### config.mk
export PLATFORM = sky130hd
export DESIGN_NAME = div_issue_ctrl
export DESIGN_NICKNAME = d
export VERILOG_FILES = /design/src/rtl/muldiv_pkg.sv /design/src/rtl/div_operand_ext.sv /design/src/rtl/div_issue_ctrl.sv
export SDC_FILE = /design/constraint.sdc
export NUM_CORES = 1
export LEC_CHECK = 0
export BUFFER_PORTS_ARGS = -buffer_cell sky130_fd_sc_hd__buf_4
export CORE_AREA = 2 2 167 169
export CTS_BUF_LIST = sky130_fd_sc_hd__clkbuf_2 sky130_fd_sc_hd__clkbuf_4 sky130_fd_sc_hd__clkbuf_8
export CTS_CLUSTER_DIAMETER = 150
export DETAILED_ROUTE_END_ITERATION = 6
export DIE_AREA = 0 0 169 171
export SLEW_MARGIN = 30
export SYNTH_ARGS = -nofsm -noshare
export SYNTH_HDL_FRONTEND = slang
export SYNTH_HIERARCHICAL = 1
export SYNTH_SLANG_ARGS = --single-unit
### constraint.sdc
create_clock -name clk -period 4.5 [get_ports clk]
set_input_delay 0.675 -clock clk [delete_from_list [all_inputs] [get_ports clk]]
set_output_delay 0.675 -clock clk [all_outputs]
set_load 0.01 [all_outputs]
### src/rtl/muldiv_pkg.sv
// muldiv_pkg: op_f3 encodings, decode helpers and controller states shared by the mul/div paths.
package muldiv_pkg;
    localparam int OP_W = 10;
    localparam logic [OP_W-1:0] INST_DIV   = 10'h19C;
    localparam logic [OP_W-1:0] INST_DIVU  = 10'h19D;
    localparam logic [OP_W-1:0] INST_REM   = 10'h19E;
    localparam logic [OP_W-1:0] INST_REMU  = 10'h19F;
    localparam logic [OP_W-1:0] INST_DIVW  = 10'h1DC;
    localparam logic [OP_W-1:0] INST_DIVUW = 10'h1DD;
    localparam logic [OP_W-1:0] INST_REMW  = 10'h1DE;
    localparam logic [OP_W-1:0] INST_REMUW = 10'h1DF;

    typedef enum logic [1:0] {IDLE, ISSUE, WAIT, DONE} div_state_e;

    function automatic logic is_div_op(input logic [OP_W-1:0] f);
        return f inside {INST_DIV, INST_DIVU, INST_REM, INST_REMU,
                         INST_DIVW, INST_DIVUW, INST_REMW, INST_REMUW};
    endfunction

    function automatic logic is_word_op(input logic [OP_W-1:0] f);
        return f inside {INST_DIVW, INST_DIVUW, INST_REMW, INST_REMUW};
    endfunction
endpackage

### src/rtl/div_operand_ext.sv
// div_operand_ext: widens 32-bit W-variant operands (signed ops sign-extend, unsigned ops zero-extend).
module div_operand_ext
    import muldiv_pkg::*;
#(
    parameter int XLEN = 64
) (
    input  logic [OP_W-1:0] op_f3,
    input  logic [XLEN-1:0] rs1,
    input  logic [XLEN-1:0] rs2,
    output logic [XLEN-1:0] op_a,
    output logic [XLEN-1:0] op_b
);
    logic word, sgn;
    assign word = is_word_op(op_f3);
    assign sgn  = ~op_f3[0];
    always_comb begin
        op_a = !word ? rs1 : sgn ? {{(XLEN-32){rs1[31]}}, rs1[31:0]} : {{(XLEN-32){1'b0}}, rs1[31:0]};
        op_b = !word ? rs2 : sgn ? {{(XLEN-32){rs2[31]}}, rs2[31:0]} : {{(XLEN-32){1'b0}}, rs2[31:0]};
    end
endmodule

### src/rtl/div_issue_ctrl.sv
// div_issue_ctrl: launches DIV/REM ops on the iterative divider, stalls EX while it runs,
// drains flushed ops and hands results to writeback.
module div_issue_ctrl
    import muldiv_pkg::*;
#(
    parameter int XLEN        = 64,
    parameter int OPF3_W      = 10,
    parameter int TIMEOUT_CYC = 96
) (
    input  logic              clk,
    input  logic              rst,
    input  logic              ex_valid,
    input  logic [OPF3_W-1:0] ex_op_f3,
    input  logic [XLEN-1:0]   ex_rs1,
    input  logic [XLEN-1:0]   ex_rs2,
    input  logic [4:0]        ex_rd,
    input  logic              flush,
    output logic              ex_stall,
    output logic              div_ready,
    output logic [XLEN-1:0]   div_dividend,
    output logic [XLEN-1:0]   div_diviser,
    output logic [OPF3_W-1:0] div_op_f3,
    input  logic              div_busy,
    input  logic              div_finish,
    input  logic [XLEN-1:0]   div_rem_data,
    output logic              wb_valid,
    output logic [4:0]        wb_rd,
    output logic [XLEN-1:0]   wb_data,
    input  logic              wb_ready,
    output logic              timeout_err
);
    localparam int CW = $clog2(TIMEOUT_CYC + 1);

    div_state_e      state;
    logic            killed, is_div, accept, timeout, drop;
    logic [CW-1:0]   wd_cnt;
    logic [XLEN-1:0] ext_a, ext_b;

    div_operand_ext #(.XLEN(XLEN)) u_ext (
        .op_f3(ex_op_f3),
        .rs1  (ex_rs1),
        .rs2  (ex_rs2),
        .op_a (ext_a),
        .op_b (ext_b)
    );

    assign is_div    = ex_valid & is_div_op(ex_op_f3);
    assign accept    = (state == IDLE) & is_div & ~flush;
    assign timeout   = (state == WAIT) & ~div_finish & (wd_cnt == CW'(TIMEOUT_CYC - 1));
    assign drop      = killed | flush;
    assign div_ready = state == ISSUE;
    assign wb_valid  = state == DONE;

    // A killed op is still draining, so the pipeline only stalls if it offers another divide.
    always_comb ex_stall = (state == IDLE) ? accept : (state == WAIT && killed) ? is_div : 1'b1;

    always_ff @(posedge clk) begin
        if (rst) begin
            state        <= IDLE;
            killed       <= 1'b0;
            wd_cnt       <= '0;
            timeout_err  <= 1'b0;
            div_dividend <= '0;
            div_diviser  <= '0;
            div_op_f3    <= '0;
            wb_rd        <= '0;
            wb_data      <= '0;
        end else begin
            wd_cnt <= (state == WAIT) ? wd_cnt + 1'b1 : '0;
            case (state)
                IDLE: if (accept) begin
                    div_dividend <= ext_a;
                    div_diviser  <= ext_b;
                    div_op_f3    <= ex_op_f3;
                    wb_rd        <= ex_rd;
                    state        <= ISSUE;
                end
                ISSUE: begin
                    killed <= flush;
                    state  <= WAIT;
                end
                WAIT: if (div_finish) begin
                    if (!drop) wb_data <= div_rem_data;
                    state  <= drop ? IDLE : DONE;
                    killed <= 1'b0;
                end else if (timeout) begin
                    timeout_err <= 1'b1;
                    killed      <= 1'b0;
                    state       <= IDLE;
                end else begin
                    killed <= drop;
                end
                DONE: if (wb_ready) state <= IDLE;
                default: state <= IDLE;
            endcase
        end
    end

    a_no_issue_when_busy: assert property (@(posedge clk) disable iff (rst) !(div_ready && div_busy));
endmodule
==> results.json <==
{
  "status": "finished clean",
  "die_x_um": 169,
  "mostFrequentLayoutCells": "nand2_1, buf_4, dfxtp_1",
  "holdWs_ps": 391.1,
  "synth_fp_nets": 1387,
  "final_core_util": 0.4598,
  "seq_area_um2": 4364,
  "portBuffers": 423,
  "synth_cells": 1168,
  "critPathKind": "input pin to output pin",
  "cts_sinks": 218,
  "fillCellCount": 2816,
  "top_usage_layer": "met2",
  "fp-row-count": 61,
  "synth_area_leaders": "dfxtp_1, nand2_1, a21oi_1",
  "cts_resized": 0,
  "yosys_warnings": 6,
  "initial_core_util": 0.3237,
  "synth_top_area_share": 0.4934,
  "synth_top_family_by_area": "simple AND/OR/NAND/NOR gates",
  "avgSynthCellArea_um2": 7.573,
  "vias": 8767,
  "grt.met3_usage": 0.06685,
  "path_max_fanout": 4,
  "drt_iter0_drc": 593,
  "rsz0062_at_grt": "no",
  "grt_pass1_vias": 8121,
  "wl_per_cell_um": 15.38,
  "ant_nets": 0,
  "cap_viol_max_count": 0,
  "peakVddDrop_mv": 0.2470,
  "tightestPinTransition_ps": 924.9,
  "async_flop_share": 0,
  "crit_top_cell": "buf_4",
  "drive_above_1_share": 0.3390,
  "crit_arrival_ps": 1730,
  "nets": 1716,
  "antenna_found_initial": 1,
  "finalHoldViolCount": 0,
  "synth.distinct_cells": 40,
  "multi_input_area_um2": 3618,
  "relSlewSlack": 0.3834,
  "cts_tree": "done",
  "fin_tns_setup_ps": 0,
  "final_common_cell": "nand2_1",
  "wl_um": 28740,
  "dp_hpwl_um": 19600,
  "die-area_um2": 28900,
  "leakage_nw": 5.329,
  "cts_hold_buffers": 0,
  "synth-seq-area-share": 0.4934,
  "synth_edf_count": 0,
  "period_share": 0.5342,
  "worstSetupEndpointType": "output pin",
  "period_needed_ps": 2404,
  "vias_per_cell": 4.691,
  "synthMuxAreaShare": 0,
  "numCtsBuffers": 40,
  "io_pins": 425,
  "critPathMaxStageDelay_ps": 340,
  "synth-simple-area-share": 0.2367,
  "min_path_type": "input pin to flip-flop",
  "grt_max_degree": 126,
  "setup_viol": 0,
  "cpMaxStageDelayCell": "or2_2",
  "core_um2": 27320,
  "clock_path_buffers": 3,
  "path_cells": "buf_4 -> nand4b_1 -> or2_2 -> a31oi_1 -> buf_4",
  "cp.required_ps": 3830,
  "cts_root_buf": "clkbuf_8",
  "ys_seq_elements": 218,
  "synth_area_um2": 8845,
  "cp-start-kind": "input pin",
  "grt_pass1_wl_um": 43090,
  "grt_overflow": 0,
  "cts_setup_buffers": 0,
  "h-tree-depth": 2,
  "synth-compound-area-share": 0.1565,
  "yosys.area.top_type": "dfxtp_1",
  "synth_ff_type": "dfxtp_1",
  "place.gp.congestion": 0.8027,
  "die_h_um": 171,
  "gr-usage-all-layers": 0.1854,
  "first_pass_iters": 5,
  "clk-insertion-delay-late_ps": 520,
  "maxSlewViolCount": 0,
  "use_met1": 0.2239,
  "clk_pin_slew_worst_paths_ps": 60,
  "cellPowerDensity_nw_per_um2": 330.1,
  "grt_use_met2": 0.3090,
  "synth-xor-area-share": 0.004951,
  "drc": 0,
  "synth_fa_ha_area_frac": 0.007073,
  "fmax_ghz": 0.4160,
  "synthToLayoutAreaGrowth_pct": 42.06,
  "finalClockSkew_ps": 20.06
}
## registers in the layout (all words and copies together) (netlist names)
| register | cells |
|---|---|
| state | 2 |
| div_dividend | 64 |
| wb_data | 64 |
| wd_cnt | 7 |
| timeout_err | 1 |
| div_diviser | 64 |
| killed | 1 |
| div_op_f3 | 10 |
| wb_rd | 5 |
## synthesized netlist by cell type (2+ instances only)
cell	instances
buf_1	6
o21ai_0	65
clkbuf_1	53
a21oi_1	203
buf_6	2
nand3_1	2
xnor2_1	4
nand4_4	2
ha_1	5
nor3b_1	2
nor2_1	20
nand2_1	464
buf_4	67
dfxtp_1	218
inv_1	6
and4b_2	2
nand4b_2	2
clkbuf_2	6
clkbuf_8	2
buf_2	14
nand2b_1	4
## metal layers
metal / vias up / share of wire
met5: - / 0
met4: 0 / 0.022
met3: 52 / 0.094
met2: 380 / 0.47
met1: 3970 / 0.41
li1: 4365 / -
## report_power, final
| group | internal [mW] | switching [mW] | total (mW) |
|---|---|---|---|
| Sequential | 1.94 | 0.00756 | 1.95 |
| Clock | 1.10 | 0.801 | 1.90 |
| Combinational | 0.171 | 0.130 | 0.301 |
## logic make-up after synthesis
kind of cell             Yosys count
AO/OA/AOI/OAI                    273
adder cells (fa/ha/maj)            5
AND/OR/NAND/NOR                  511
XOR/XNOR                           5
buffers and inverters            156
flip-flops                       218
## area by class of cell
| cell class | count | share of cell area |
|---|---|---|
| repair buffers | 437 | 0.2646 |
| multi-input cells | 794 | 0.2880 |
| inverters | 6 | 0.001792 |
| well taps | 346 | 0.03446 |
| flip-flops and latches | 218 | 0.3473 |
| diodes | 1 | 0.0001992 |
| clock inverters | 6 | 0.004780 |
| clock buffers | 61 | 0.05885 |
## stage by stage
step | instances | power, mW | instance area [µm²] | setup slack (ps)
detailed placement | 1801 | 2.293 | 11760 | 1709
global placement | 1801 | 2.291 | 11760 | 1679
floorplan | 1168 | 2.137 | 8845 | 2339
finish | 1869 | 4.148 | 12560 | 2096
CTS | 1868 | 4.221 | 12560 | 2086
global route | 1868 | 4.333 | 12560 | 2007
## worst max-delay path: cells and delay by family
| family | cells | cell delay (ps) |
|---|---|---|
| AO/OA/AOI/OAI | 1 | 170 |
| buffers and inverters | 2 | 260 |
| AND/OR/NAND/NOR | 2 | 620 |
## path summary, 6_finish.rpt
check                        start          endpoint  slack (ps)  cells past startpoint
setup / recovery       ex_op_f3[9]          ex_stall        2100                      5
hold / removal    div_rem_data[40]       wb_data[40]         390                      3
setup reg to reg          state[0]  div_dividend[44]        2170                      7
hold reg to reg          wd_cnt[0]         wd_cnt[0]         440                      1
Power figures use the tool's default switching activity.
